File: config.mk
export PLATFORM = sky130hd
export DESIGN_NAME = ir_camera_tracker
export DESIGN_NICKNAME = d
export VERILOG_FILES = /design/src/rtl/ir_camera_tracker.sv
export SDC_FILE = /design/constraint.sdc
export NUM_CORES = 1
export LEC_CHECK = 0
export ABC_AREA = 1
export CORE_MARGIN = 3
export CORE_UTILIZATION = 44
export CTS_BUF_LIST = sky130_fd_sc_hd__clkbuf_16
export CTS_CLUSTER_SIZE = 8
export DETAILED_ROUTE_END_ITERATION = 6
export GPL_TIMING_DRIVEN = 0
export PLACE_DENSITY = 0.81
export SLEW_MARGIN = 30
export SYNTH_ARGS = -nofsm -noshare
export SYNTH_HDL_FRONTEND = slang
export SYNTH_SLANG_ARGS = --single-unit
File: constraint.sdc
create_clock -name clk -period 7.7 [get_ports clk]
set_input_delay 1.54 -clock clk [delete_from_list [all_inputs] [get_ports clk]]
set_output_delay 1.54 -clock clk [all_outputs]
set_load 0.05 [all_outputs]
File: src/rtl/ir_camera_tracker.sv
`timescale 1ns/1ps
`default_nettype none
// ============================================================================
// Module      : ir_camera_tracker
// Description : Brings a Wii-style IR camera out of reset, configures it in
//               extended mode over the shared i2c_master and polls it at a
//               fixed period. Each poll decodes up to four blobs into
//               registered coordinates, sizes and valid flags. Any handshake
//               phase that stalls for TIMEOUT_CYCLES sets a sticky error
//               flag and returns the block to idle.
// Ports       : clk, reset (async, active high), run (level enable)
//               i2c_ready, i2c_data_out             <- i2c_master
//               i2c_start, i2c_addr, i2c_rw,
//               i2c_packets, i2c_data               -> i2c_master
//               cam_reset (active low)              -> camera
//               blob_x/_y/_size/_valid, frame_valid,
//               frame_count, initialised, error     -> tracking logic
// Revision    : 1.0 - initial release
// ============================================================================
module ir_camera_tracker #(
    parameter int          NUM_BLOBS      = 4,
    parameter logic [6:0]  I2C_ADDR       = 7'h58,
    parameter logic [71:0] SENS_BLOCK1    = 72'h02_00_00_71_01_00_AA_00_64,
    parameter logic [15:0] SENS_BLOCK2    = 16'h63_03,
    parameter int          RESET_CYCLES   = 100,
    parameter int          POLL_CYCLES    = 1000,
    parameter int          TIMEOUT_CYCLES = 65535
) (
    input  logic                   clk,
    input  logic                   reset,
    input  logic                   run,
    input  logic                   i2c_ready,
    input  logic [127:0]           i2c_data_out,
    output logic                   i2c_start,
    output logic [6:0]             i2c_addr,
    output logic                   i2c_rw,
    output logic [4:0]             i2c_packets,
    output logic [127:0]           i2c_data,
    output logic                   cam_reset,
    output logic [NUM_BLOBS*10-1:0] blob_x,
    output logic [NUM_BLOBS*10-1:0] blob_y,
    output logic [NUM_BLOBS*4-1:0]  blob_size,
    output logic [NUM_BLOBS-1:0]    blob_valid,
    output logic                   frame_valid,
    output logic [15:0]            frame_count,
    output logic                   initialised,
    output logic                   error
);

    localparam logic [2:0] c_S_IDLE     = 3'd0;
    localparam logic [2:0] c_S_RST_HOLD = 3'd1;
    localparam logic [2:0] c_S_ISSUE    = 3'd2;
    localparam logic [2:0] c_S_WAIT     = 3'd3;
    localparam logic [2:0] c_S_POLL     = 3'd4;
    localparam logic [2:0] c_S_DECODE   = 3'd5;

    // Transaction steps: 0..4 configuration writes, then the poll pair.
    localparam logic [2:0] c_STEP_LAST_CFG = 3'd4;
    localparam logic [2:0] c_STEP_REQ      = 3'd5;
    localparam logic [2:0] c_STEP_RD       = 3'd6;

    localparam logic [31:0] c_RST_LAST  = 32'(RESET_CYCLES - 1);
    localparam logic [31:0] c_POLL_LAST = 32'(POLL_CYCLES - 1);
    localparam logic [31:0] c_TO_LAST   = 32'(TIMEOUT_CYCLES - 1);

    logic [2:0]   r_state;
    logic [2:0]   r_step;
    logic [31:0]  r_cnt;
    logic         r_i2c_start;
    logic         r_i2c_rw;
    logic [4:0]   r_i2c_packets;
    logic [127:0] r_i2c_data;
    logic         r_cam_reset;
    logic [NUM_BLOBS*10-1:0] r_blob_x;
    logic [NUM_BLOBS*10-1:0] r_blob_y;
    logic [NUM_BLOBS*4-1:0]  r_blob_size;
    logic [NUM_BLOBS-1:0]    r_blob_valid;
    logic         r_frame_valid;
    logic [15:0]  r_frame_count;
    logic         r_initialised;
    logic         r_error;

    logic [2:0]   w_ld_step;
    logic [127:0] w_ld_data;
    logic [4:0]   w_ld_pkts;
    logic         w_ld_rw;
    logic         w_phase_done;
    logic         w_timeout;
    logic [NUM_BLOBS*10-1:0] w_dec_x;
    logic [NUM_BLOBS*10-1:0] w_dec_y;
    logic [NUM_BLOBS*4-1:0]  w_dec_size;
    logic [NUM_BLOBS-1:0]    w_dec_valid;
    logic         w_unused_bytes;

    // Step that the next ISSUE entry will carry, and its request payload.
    // Payloads are right-aligned so the first byte sits at [P*8-1 -: 8].
    always_comb begin
        w_ld_step = 3'd0;
        if (r_state == c_S_WAIT)
            w_ld_step = r_step + 3'd1;
        else if (r_state == c_S_POLL)
            w_ld_step = c_STEP_REQ;
        w_ld_data = 128'h0;
        w_ld_pkts = 5'd0;
        w_ld_rw   = 1'b0;
        case (w_ld_step)
            3'd0: begin w_ld_data[15:0] = 16'h3001;              w_ld_pkts = 5'd2;  end
            3'd1: begin w_ld_data[79:0] = {8'h00, SENS_BLOCK1};  w_ld_pkts = 5'd10; end
            3'd2: begin w_ld_data[23:0] = {8'h1A, SENS_BLOCK2};  w_ld_pkts = 5'd3;  end
            3'd3: begin w_ld_data[15:0] = 16'h3303;              w_ld_pkts = 5'd2;  end
            3'd4: begin w_ld_data[15:0] = 16'h3008;              w_ld_pkts = 5'd2;  end
            c_STEP_REQ: begin w_ld_data[7:0] = 8'h36;            w_ld_pkts = 5'd1;  end
            c_STEP_RD:  begin w_ld_rw = 1'b1;                    w_ld_pkts = 5'd16; end
            default: ;
        endcase
    end

    // Acceptance only counts once start is actually on the bus, so a ready
    // that is still low from elsewhere cannot be mistaken for acceptance.
    assign w_phase_done = ((r_state == c_S_ISSUE) && r_i2c_start && !i2c_ready) ||
                          ((r_state == c_S_WAIT) && i2c_ready);
    assign w_timeout    = ((r_state == c_S_ISSUE) || (r_state == c_S_WAIT)) &&
                          !w_phase_done && (r_cnt == c_TO_LAST);

    // Blob i occupies read bytes 1+3i..3+3i; byte k is at [(15-k)*8 +: 8].
    for (genvar gi = 0; gi < NUM_BLOBS; gi++) begin : g_blob
        logic [7:0] w_b0;
        logic [7:0] w_b1;
        logic [7:0] w_b2;
        assign w_b0 = i2c_data_out[(14 - 3*gi)*8 +: 8];
        assign w_b1 = i2c_data_out[(13 - 3*gi)*8 +: 8];
        assign w_b2 = i2c_data_out[(12 - 3*gi)*8 +: 8];
        assign w_dec_x[gi*10 +: 10]  = {w_b2[5:4], w_b0};
        assign w_dec_y[gi*10 +: 10]  = {w_b2[7:6], w_b1};
        assign w_dec_size[gi*4 +: 4] = w_b2[3:0];
        // The camera reports an empty slot as x = y = 1023.
        assign w_dec_valid[gi] = !(({w_b2[5:4], w_b0} == 10'h3FF) &&
                                   ({w_b2[7:6], w_b1} == 10'h3FF));
    end

    // Header byte and trailing bytes of the read are not blob data.
    assign w_unused_bytes = ^{i2c_data_out[127:120],
                              i2c_data_out[(15 - 3*NUM_BLOBS)*8-1:0]};

    always_ff @(posedge clk or posedge reset) begin
        if (reset) begin
            r_state       <= c_S_IDLE;
            r_step        <= 3'd0;
            r_cnt         <= 32'd0;
            r_i2c_start   <= 1'b0;
            r_i2c_rw      <= 1'b0;
            r_i2c_packets <= 5'd0;
            r_i2c_data    <= 128'h0;
            r_cam_reset   <= 1'b0;
            r_blob_x      <= '0;
            r_blob_y      <= '0;
            r_blob_size   <= '0;
            r_blob_valid  <= '0;
            r_frame_valid <= 1'b0;
            r_frame_count <= 16'd0;
            r_initialised <= 1'b0;
            r_error       <= 1'b0;
        end else begin
            r_frame_valid <= 1'b0;
            if (w_timeout) begin
                r_error       <= 1'b1;
                r_initialised <= 1'b0;
                r_i2c_start   <= 1'b0;
                r_cam_reset   <= 1'b0;
                r_state       <= c_S_IDLE;
            end else begin
                case (r_state)
                    c_S_IDLE: begin
                        r_cam_reset   <= 1'b0;
                        r_initialised <= 1'b0;
                        if (run && i2c_ready) begin
                            r_error <= 1'b0;
                            r_cnt   <= 32'd0;
                            r_state <= c_S_RST_HOLD;
                        end
                    end
                    c_S_RST_HOLD: begin
                        if (!run) begin
                            r_state <= c_S_IDLE;
                        end else if (r_cnt == c_RST_LAST) begin
                            r_cam_reset   <= 1'b1;
                            r_step        <= w_ld_step;
                            r_i2c_data    <= w_ld_data;
                            r_i2c_packets <= w_ld_pkts;
                            r_i2c_rw      <= w_ld_rw;
                            r_cnt         <= 32'd0;
                            r_state       <= c_S_ISSUE;
                        end else begin
                            r_cnt <= r_cnt + 32'd1;
                        end
                    end
                    c_S_ISSUE: begin
                        if (w_phase_done) begin
                            r_i2c_start <= 1'b0;
                            r_cnt       <= 32'd0;
                            r_state     <= c_S_WAIT;
                        end else begin
                            r_i2c_start <= 1'b1;
                            r_cnt       <= r_cnt + 32'd1;
                        end
                    end
                    c_S_WAIT: begin
                        if (w_phase_done) begin
                            if (r_step == c_STEP_RD) begin
                                // A started read is always decoded.
                                r_state <= c_S_DECODE;
                            end else if (!run) begin
                                r_initialised <= 1'b0;
                                r_state       <= c_S_IDLE;
                            end else if (r_step == c_STEP_LAST_CFG) begin
                                r_initialised <= 1'b1;
                                r_cnt         <= 32'd0;
                                r_state       <= c_S_POLL;
                            end else begin
                                r_step        <= w_ld_step;
                                r_i2c_data    <= w_ld_data;
                                r_i2c_packets <= w_ld_pkts;
                                r_i2c_rw      <= w_ld_rw;
                                r_cnt         <= 32'd0;
                                r_state       <= c_S_ISSUE;
                            end
                        end else begin
                            r_cnt <= r_cnt + 32'd1;
                        end
                    end
                    c_S_POLL: begin
                        if (!run) begin
                            r_initialised <= 1'b0;
                            r_state       <= c_S_IDLE;
                        end else if (r_cnt == c_POLL_LAST) begin
                            r_step        <= w_ld_step;
                            r_i2c_data    <= w_ld_data;
                            r_i2c_packets <= w_ld_pkts;
                            r_i2c_rw      <= w_ld_rw;
                            r_cnt         <= 32'd0;
                            r_state       <= c_S_ISSUE;
                        end else begin
                            r_cnt <= r_cnt + 32'd1;
                        end
                    end
                    c_S_DECODE: begin
                        r_blob_x      <= w_dec_x;
                        r_blob_y      <= w_dec_y;
                        r_blob_size   <= w_dec_size;
                        r_blob_valid  <= w_dec_valid;
                        r_frame_valid <= 1'b1;
                        r_frame_count <= r_frame_count + 16'd1;
                        r_cnt         <= 32'd0;
                        if (run) begin
                            r_state <= c_S_POLL;
                        end else begin
                            r_initialised <= 1'b0;
                            r_state       <= c_S_IDLE;
                        end
                    end
                    default: r_state <= c_S_IDLE;
                endcase
            end
        end
    end

    assign i2c_start   = r_i2c_start;
    assign i2c_addr    = I2C_ADDR;
    assign i2c_rw      = r_i2c_rw;
    assign i2c_packets = r_i2c_packets;
    assign i2c_data    = r_i2c_data;
    assign cam_reset   = r_cam_reset;
    assign blob_x      = r_blob_x;
    assign blob_y      = r_blob_y;
    assign blob_size   = r_blob_size;
    assign blob_valid  = r_blob_valid;
    assign frame_valid = r_frame_valid;
    assign frame_count = r_frame_count;
    assign initialised = r_initialised;
    assign error       = r_error;

endmodule
`default_nettype wire

==> summary.txt, run 1 <==
Layout
  • Commonest non-fill, non-tap cell in the layout: nand2_1
  • Final Cell Area: 0.0136 mm^2
  • Layout cells sized above 1: 0.123
  • Final nets: about 1800
  • Diodes inserted: 0
  • Post-Layout Cell Count: 1947
  • Post-layout util: 0.639
  • Area delta synth->final: 40.3%
  • Most frequent cells in the layout: 441 x nand2_1, 247 x clkdlybuf4s50_1, 176 x dfrtp_1

Drt
  • # DRC: 0
  • Starting DRC count in detailed routing: 517
  • Final WL: between 30000 and 40000 um
  • DR WL/cell: 15.6 um
  • Antenna-violating nets left: 0
  • Router iterations before antenna repair: 5
  • Vias: 9328
  • Via density: 4.79

Floorplanning
  • Die area: 0.0239 mm^2
  • Die height: roughly 150 um
  • I/O pins: 394
  • Die width: between 150 and 200 um
  • Rows: 53
  • Initial Utilization: 0.455
  • Core Area: 0.0214 mm^2

Setup path
  • Max stage delay on crit path: 0.81 ns
  • Buffers & Inverters on Critical Path: 2
  • CP delay by family, top: buffers and inverters
  • Data required time of the worst path: 6.16 ns
  • Crit. End Element: output port
  • Crit-path cells: buf_4 -> clkdlybuf4s50_1
  • Crit Path Class: reg2out
  • Critical Path Fanout Max: 8
  • Startpoint Class: register
  • CP max-delay cell: clkdlybuf4s50_1
  • Critical Path AT: 1.93 ns

Logic synthesis
  • FFs w/ async S/R, synth: 1.00
  • Mapped Area: 0.00972 mm^2
  • Count of different cell masters after synthesis: 38
  • Syn Inst Count: 1280
  • Synth Register Bits: 176
  • Yosys warnings: 0
  • Avg Cell Area, Syn: 7.60 um^2
  • Synth Flop Type: dfrtp_1
  • Number of flops mapped to enable cells by yosys: 0
  • Sequential share of the synthesized area: 0.453

Timing
  • Slew headroom: 0.558
  • Worst hold slack: 0.477 ns
  • RSZ-0062 raised after global routing: no
  • Final Critical Period: 3.47 ns
  • Post-Route Skew: 0.0150 ns
  • Final count of negative-setup-slack endpoints: 0
  • Fin crit share: 0.450
  • Final number of hold-violating endpoints: 0
  • Slew Limit Fails: 0
  • Fmax: 0.288 GHz
  • Worst-Margin Slew: 0.663 ns

GRT
  • Antenna violations before repair: 1
  • Aggregate global-route resource usage: 0.251
  • First-pass GRT wire length: about 48000 um
  • Vias in the first global route: 9198
  • Largest net degree at the start of global routing: 80
  • Total gr overflow: 0

Pwr
  • Cell Int Power: roughly 1.8 mW
  • Clock power share: 0.297
  • LEAKAGE: 6.80 nW
  • Switch Pwr: around 1.3 mW
  • Sequential share of power: 0.340
  • Overall Power: between 3 and 4 mW
  • Comb pwr share: 0.363
  • Switching share of power: 0.410
  • Max rail drop VDD: roughly 0.13 mV
  • Pwr dens: 224 mW/mm^2

Placed design
  • RePlAce Congestion: around 0.94
  • PortBufs: 247
  • Post-DP HPWL: 23900 um
  • Placed Cells: 1915
  • Area after DPL: 0.0130 mm^2

Clock network
  • Clock transition at path regs: 0.08 ns
  • Worst-skew pair later-pin latency: 0.44 ns
  • Post-CTS Hold Fix Bufs: 0
  • Post-cts gate resize count: 0
  • Clk sinks: 176
  • Max Buffers Root-to-Sink: 2
  • Root Driver: clkbuf_16
  • H-tree depth: 4
  • TritonCTS clock tree: yes
  • Setup Fix Bufs, Post-CTS: 0
  • CTS Buf Count: 17

Hold path
  • Hold WC Path Type: reg2reg

Job
  • Max Cap Viol: 0

Outcome
  • Run status: complete, no violations
==> worst reg2reg max path: stages (launching register included) <==
cell and delay, ns:
dfrtp_1 0.46, inv_2 0.16, nor2_2 0.07, nand2_2 0.19, clkinv_1 0.39, nand2_1 0.41
nand3_2 0.17, nor2_4 0.25, buf_4 0.23, nor2_1 0.06
==> cells by family (layout without fill, tap and decap cells) <==
| logic type | Yosys count | in the layout | synth area share |
|---|---|---|---|
| AO/OA/AOI/OAI | 95 | 95 | 0.0533 |
| adder cells (fa/ha/maj) | 6 | 6 | 0.00772 |
| flip-flops | 176 | 176 | 0.453 |
| AND/OR/NAND/NOR | 699 | 699 | 0.306 |
| XOR/XNOR | 19 | 19 | 0.0171 |
| other | 2 | 113 | 0.000772 |
| buffers and inverters | 283 | 564 | 0.162 |
==> cells in the mapped netlist (8+ instances only) <==
cell      count  area [um^2]
nor2_1       90          338
xnor2_1       8         70.1
xor2_1       11         96.3
inv_1       112          420
dfrtp_1     176         4400
nor4_1        9         56.3
clkbuf_1     18         67.6
o21ai_0      50          250
nand4_1      39          244
o21ai_1      23          115
nand2_1     441         1660
nand3_1      77          385
buf_2         9         45.0
nor3_1       17         85.1
buf_4       129          968
==> metrics by stage <==
| stage | setup slack [ns] | TNS [ns] |
|---|---|---|
| after floorplan | 1.39 | 0 |
| after global placement | -1.08 | -188.03 |
| after detailed placement | 4.28 | 0 |
| after CTS | 4.22 | 0 |
| after global routing | 4.16 | 0 |
| final | 4.23 | 0 |
==> state kept, by name (all words and copies together), names as in the netlist <==
name / cells
blob_size: 16
blob_valid: 4
blob_x: 40
blob_y: 40
cam_reset: 1
error: 1
frame_count: 16
frame_valid: 1
i2c_data: 13
i2c_packets: 3
i2c_rw: 1
i2c_start: 1
initialised: 1
r_cnt: 32
r_state: 3
r_step: 3
==> path summary, 6_finish.rpt <==
check	startpoint	end	slack [ns]	cells after the start
max	i2c_packets[3]	i2c_data[46]	4.23	2
max reg2reg	r_state[0]	r_cnt[25]	5.22	9
min in group asynchronous	reset	frame_count[9]	1.49	2
max in group asynchronous	reset	blob_y[28]	5.21	4
min reg2reg	frame_count[15]	frame_count[15]	0.48	1
min	frame_count[15]	frame_count[15]	0.48	1
==> layout make-up <==
cell class | instances | area (um^2)
Buffer | 163 | 1120
Clock inverter | 15 | 195
Clock buffer | 17 | 425
Timing Repair Buffer | 249 | 2530
Tap cell | 275 | 344
Fill cell | 1869 | 7710
Inverter | 120 | 458
Multi-Input combinational cell | 932 | 4160
Sequential cell | 176 | 4400
==> metal layers <==
metal  vias up  routed length (um)  GRT usage
met5         -                   7          0
met4         2                 677     0.0694
met3        50                2750     0.0915
met2       338               15700      0.447
met1      4377               11200      0.283
li1       4561                   -          -
==> power by group through the flow <==
stage               Clock [mW]  Combinational, mW  Sequential (mW)
finish                   0.909               1.11             1.04
detailed placement           0               1.10             1.06
CTS                      0.917               1.10             1.04
global placement             0               1.09             1.06
global route             0.955               1.19             1.05
floorplan                    0              0.645             1.20
Note: power is estimated with default switching activity, not from simulation.
==> run 2: changes to the inputs <==
- clock period: 7.7 -> 3.5 ns (I/O delays scaled with it)
==> run 2 against run 1 <==
  * Cell area grew 0.52%
  * Clock power grew 110%
  * Utilization grew 0.33 points
  * Register-to-register slack lost 4.1 ns
  * Hold slack lost 0.0026 ns
  * First-iteration DRC count grew 16%
  * Largest cell class unchanged
  * Largest power group unchanged
==> summary.txt, run 2 (synthesis results as in run 1) <==
Clock network
  • Clk sinks: 176 (unchanged)
  • CTS Buf Count: 17 (unchanged)
  • Setup Fix Bufs, Post-CTS: 0 (unchanged)
  • Post-cts gate resize count: 0 (unchanged)
  • Max Buffers Root-to-Sink: 2 (unchanged)
  • Root Driver: clkbuf_16
  • TritonCTS clock tree: yes
  • H-tree depth: 4 (unchanged)
  • Worst-skew pair later-pin latency: 0.44 ns (about the same)
  • Clock transition at path regs: 0.07 ns (about the same)
  • Post-CTS Hold Fix Bufs: 0 (unchanged)

Placed design
  • Placed Cells: 1920 (+0.26%)
  • PortBufs: 247 (unchanged)
  • RePlAce Congestion: 0.962 (+2.5%)
  • Pre-CTS WS: 0.924 ns (-3.35 ns)
  • Post-DP HPWL: 24000 um (+0.70%)

Drt
  • Starting DRC count in detailed routing: 602 (+16%)
  • DR WL/cell: 15.4 um (-0.91%)
  • # DRC: 0 (unchanged)
  • Vias: 9240 (-0.94%)
  • Antenna-violating nets left: 0 (unchanged)
  • Router iterations before antenna repair: 6 (+1)
  • Via density: 4.73 (-1.2%)
  • Final WL: 30100 um (-0.66%)

Pwr
  • Overall Power: 6.64 mW (+120%)
  • Max rail drop VDD: 0.299 mV (+120%)
  • Switch Pwr: 2.74 mW (+120%)
  • Clock power share: 0.286 (-0.011)
  • LEAKAGE: 6.83 nW (+0.31%)
  • Comb pwr share: 0.369 (+0.006)
  • Cell Int Power: 3.90 mW (+120%)
  • Sequential share of power: 0.345 (+0.005)
  • Pwr dens: 485 mW/mm^2 (+120%)
  • Switching share of power: 0.413 (+0.00220)

Timing
  • RSZ-0062 raised after global routing: no
  • Post-Route Skew: 0.0212 ns (+0.00619 ns)
  • Final number of hold-violating endpoints: 0 (unchanged)
  • Slew Limit Fails: 0 (unchanged)
  • Slew headroom: 0.556 (-0.00157)
  • Final Critical Period: about 2.6 ns
  • Worst-Margin Slew: 0.666 ns (+0.00236 ns)
  • Final WS setup: 0.927 ns (-3.31 ns)
  • Fin crit share: 0.735
  • Final count of negative-setup-slack endpoints: 0 (unchanged)
  • Fmax: 0.389 GHz
  • Worst hold slack: 0.474 ns (-0.00265 ns)

Setup path
  • Startpoint Class: register
  • Worst reg2reg path startpoint: r_cnt[0]
  • Crit Path Class: reg2out
  • Buffers & Inverters on Critical Path: 2 (unchanged)
  • Critical Path Fanout Max: 8 (unchanged)
  • Data required time of the worst path: 2.80 ns (-3.36 ns)
  • Max stage delay on crit path: 0.80 ns (about the same)
  • Crit-path cells: buf_4 -> clkdlybuf4s50_1
  • Worst setup startpoint: i2c_packets[3]
  • CP max-delay cell: clkdlybuf4s50_1
  • CP delay by family, top: buffers and inverters
  • Critical Path AT: 1.87 ns (-0.06 ns)
  • Crit. End Element: output port

Job
  • Max Cap Viol: 0 (unchanged)

Layout
  • Footprint of the multi-input gates: 0.00416 mm^2 (unchanged)
  • Most frequent cells in the layout: 441 x nand2_1, 247 x clkdlybuf4s50_1, 176 x dfrtp_1
  • Register area: 0.00440 mm^2 (unchanged)
  • Commonest non-fill, non-tap cell in the layout: nand2_1
  • Post-Layout Cell Count: 1952 (+0.26%)
  • Area delta synth->final: 41.0%
  • Diodes inserted: 0 (unchanged)
  • Filler cells: 1839 (-1.6%)
  • Layout cells sized above 1: 0.126 (+0.00261)
  • Final nets: 1802 (+0.28%)

GRT
  • Total gr overflow: 0 (unchanged)
  • Vias in the first global route: 9076 (-1.3%)
  • Largest net degree at the start of global routing: 30 (-63%)
  • Antenna violations before repair: 0 (-1)
  • Aggregate global-route resource usage: 0.250 (-0.000864)
  • First-pass GRT wire length: 47600 um (-0.95%)

Floorplanning
  • Core Area: 0.0214 mm^2 (unchanged)
  • Rows: 53 (unchanged)
  • Die height: 155 um (unchanged)
  • Die area: 0.0239 mm^2 (unchanged)
  • Initial Utilization: 0.455 (unchanged)
  • I/O pins: 394 (unchanged)
  • Die width: 155 um (unchanged)

Hold path
  • Hold WC Path Type: reg2reg
  • Hold Crit Start: i2c_data[20]

Outcome
  • Run status: complete, no violations
## run 2: stage by stage
stage | util | setup TNS, ns | instance area, um^2
5_1_grt | 0.642 | 0 | 13700
3_3_place_gp | 0.607 | -169.83 | 13000
6_report | 0.642 | 0 | 13700
3_5_place_dp | 0.614 | 0 | 13100
2_1_floorplan | - | 0 | 10100
4_1_cts | 0.642 | 0 | 13700
## run 2: layer usage
| layer | up-vias | GRT usage | share of wire |
|---|---|---|---|
| met4 | 0 | 0.0753 | 0.027 |
| met3 | 45 | 0.0862 | 0.089 |
| met5 | - | 0 | 0 |
| li1 | 4567 | - | - |
| met1 | 4275 | 0.289 | 0.38 |
| met2 | 353 | 0.438 | 0.50 |
## run 2: power by group through the flow
stage	Combinational, mW	Sequential [mW]	Clock [mW]
3_5_place_dp	2.44	2.33	0
3_3_place_gp	2.41	2.33	0
6_report	2.45	2.29	1.90
5_1_grt	2.63	2.31	2.03
4_1_cts	2.45	2.29	1.93
2_1_floorplan	1.42	2.63	0
## run 2: cell type report
type | instances | area share
sequential | 176 | 0.321
multi-input combinational | 932 | 0.304
timing repair buffer | 254 | 0.192
buffer | 163 | 0.0819
inverter | 120 | 0.0331
clock buffer | 17 | 0.0310
tap | 275 | 0.0251
clock inverter | 15 | 0.0124
## run 2: tightest hold or removal path: stages (launching register included)
cell	delay [ns]
dfrtp_1	0.34
nand2_1	0.05
nand2_1	0.05
## run 2: path summary, 6_finish.rpt
kind	to	slack, ns	cells past startpoint
max reg2reg	r_cnt[26]	1.07	11
min in group asynchronous	blob_y[23]	0.58	2
min reg2reg	i2c_data[20]	0.47	2
max in group asynchronous	r_cnt[23]	2.06	5
max	i2c_data[44]	0.93	2
min	i2c_data[20]	0.47	2
==> run 3: changes to the inputs <==
- CORE_UTILIZATION: 44 -> 40
- PLACE_DENSITY: 0.81 -> 0.78
- clock period: 3.5 -> 2.2 ns (I/O delays scaled with it)
==> run 3 against run 2 <==
  * Critical path depth down 1
  * Sequential cell count unchanged
  * Sequential power increased by 59%
  * Wire length up 0.29%
  * Global-route usage shrank 2.5 points
  * Highest routed layer is now met5
  * Combinational power up 66%
  * Clock skew shrank 0.0076 ns
  * Clock power up 68%
  * First-iteration DRC count down 1.2%
  * Count of clock-buffer cells in the layout unchanged
  * Total power is 64% higher
  * Non-clock buffer count is 7 higher
==> summary.txt, run 3 (synthesis results as in run 1) <==
Outcome
  • Run status: complete, no violations

Clock network
  • CTS Buf Count: 17 (unchanged)
  • Clk sinks: 176 (unchanged)
  • Worst-skew pair later-pin latency: 0.44 ns (about the same)
  • Clock transition at path regs: 0.07 ns (about the same)
  • TritonCTS clock tree: yes
  • Max Buffers Root-to-Sink: 2 (unchanged)
  • Root Driver: clkbuf_16
  • Post-CTS Hold Fix Bufs: 0 (unchanged)
  • H-tree depth: 4 (unchanged)

Placed design
  • Post-DP HPWL: 24000 um (-0.17%)
  • Area after DPL: 0.0132 mm^2 (+0.53%)
  • Pre-CTS WS: -0.193 ns (-1.12 ns)
  • Placed Cells: 1964 (+2.3%)
  • PortBufs: 247 (unchanged)
  • RePlAce Congestion: 0.941 (-2.2%)

Setup path
  • Critical Path AT: 1.71 ns (-0.16 ns)
  • CP max-delay cell: clkdlybuf4s50_1
  • Buffers & Inverters on Critical Path: 1 (-1)
  • Startpoint Class: register
  • Crit Path Class: reg2out
  • Critical Path Fanout Max: 5 (-3)
  • Crit-path cells: clkdlybuf4s50_1
  • CP delay by family, top: buffers and inverters
  • Crit. End Element: output port
  • Max stage delay on crit path: 0.85 ns (+0.05 ns)
  • Data required time of the worst path: 1.76 ns (-1.04 ns)

Drt
  • Starting DRC count in detailed routing: 595 (-1.2%)
  • Antenna-violating nets left: 0 (unchanged)
  • DR WL/cell: 15.1 um (-2.3%)
  • Router iterations before antenna repair: 5 (-1)
  • Via density: 4.63 (-2.2%)
  • Final WL: 30200 um (+0.29%)
  • # DRC: 0 (unchanged)
  • Vias: 9276 (+0.39%)

Job
  • Max Cap Viol: 0 (unchanged)

Timing
  • Worst-Margin Slew: 0.755 ns (+0.0893 ns)
  • Slew Limit Fails: 0 (unchanged)
  • Post-Route Skew: 0.0135 ns (-0.00762 ns)
  • Fmax: ~0.46 GHz
  • Final Critical Period: 2.15 ns
  • Final WS setup: 0.0460 ns (-0.881 ns)
  • Final number of hold-violating endpoints: 0 (unchanged)
  • Final count of negative-setup-slack endpoints: 0 (unchanged)
  • RSZ-0062 raised after global routing: yes
  • Fin crit share: 0.979
  • Slew headroom: 0.492 (-0.0642)
  • Setup TNS: 0 ns (unchanged)

Floorplanning
  • Die width: 162 um (+4.7%)
  • I/O pins: 394 (unchanged)
  • Core Area: 0.0237 mm^2 (+11%)
  • Die height: 162 um (+4.7%)
  • Rows: 56 (+5.7%)
  • Die area: 0.0262 mm^2 (+9.6%)
  • Initial Utilization: 0.411 (-0.0448)

Pwr
  • Max rail drop VDD: 0.475 mV (+59%)
  • Pwr dens: 783 mW/mm^2 (+62%)
  • LEAKAGE: 6.98 nW (+2.3%)
  • Overall Power: 10.9 mW (+64%)

Layout
  • Final Cell Area: 0.0139 mm^2 (+1.6%)
  • Post-Layout Cell Count: 2003 (+2.6%)
  • Commonest non-fill, non-tap cell in the layout: nand2_1
  • Final nets: 1809 (+0.39%)
  • Diodes inserted: 0 (unchanged)
  • Most frequent cells in the layout: 436 x nand2_1, 238 x clkdlybuf4s50_1, 174 x dfrtp_1
  • Layout cells sized above 1: 0.144 (+0.0179)
  • Area delta synth->final: 43.3%

GRT
  • Total gr overflow: 0 (unchanged)
  • Aggregate global-route resource usage: 0.225 (-0.0253)
  • Vias in the first global route: 9050 (-0.29%)
  • Antenna violations before repair: 1 (+1)
  • First-pass GRT wire length: 47000 um (-1.4%)
  • Largest net degree at the start of global routing: 29 (-3.3%)

Hold path
  • Hold WC Path Type: in2reg
-- run 3: metal layers --
metal / vias to the layer above / wire length [um] / global-route usage / share of wire
met5: - / 10 / 0 / 0.00033
met4: 2 / 874 / 0.0748 / 0.029
met3: 56 / 2760 / 0.0793 / 0.091
met2: 326 / 15300 / 0.390 / 0.50
met1: 4311 / 11300 / 0.259 / 0.38
li1: 4581 / - / - / -
-- run 3: worst reg2reg max path, stage by stage (launching register included) --
cell and delay, ns:
dfrtp_1 0.43, inv_2 0.12, nor2_1 0.07, nand2_1 0.22, buf_2 0.28, clkbuf_2 0.32
clkbuf_1 0.42, nand2_1 0.10, nand2_1 0.10
-- run 3: path summary, 6_finish.rpt --
check                                 from              end  slack (ns)  cells past startpoint
max                         frame_count[7]   frame_count[7]        0.05                      1
min                                    run       r_state[2]        0.38                      3
max reg2reg                     r_state[2]        blob_x[5]        0.08                      8
min reg2reg                frame_count[15]  frame_count[15]        0.47                      1
max in group asynchronous            reset       blob_x[37]        0.83                      5
min in group asynchronous            reset       blob_y[21]        0.44                      2
-- run 3: layout make-up --
| cell class | count | area, um^2 |
|---|---|---|
| fill | 2179 | 9750 |
| sequential | 176 | 4410 |
| multi-input combinational | 932 | 4230 |
| timing repair buffer | 261 | 2690 |
| buffer | 163 | 1130 |
| inverter | 120 | 455 |
| clock buffer | 17 | 425 |
| tap | 319 | 399 |
| clock inverter | 15 | 190 |
-- run 3: power by group --
group          switching, mW  internal [mW]
logic                   2.72           1.34
registers              0.204           3.45
clock network           1.46           1.74
total                   4.38           6.52
-- run 3: what timing repair did --
item / 4_1_cts / 5_1_grt
setup buffers: 2 / 4
setup endpoints to repair: 103 / 77
pin swaps: 1 / 2
gates resized for setup: 15 / 31
cloned: 0 / 1
-- run 3: metrics by stage --
step / utilization / hold WS (ns)
6_report: 0.588 / 0.375
5_1_grt: 0.588 / 0.388
2_1_floorplan: - / 0.488
3_3_place_gp: 0.550 / 0.457
4_1_cts: 0.584 / 0.354
3_5_place_dp: 0.557 / 0.464
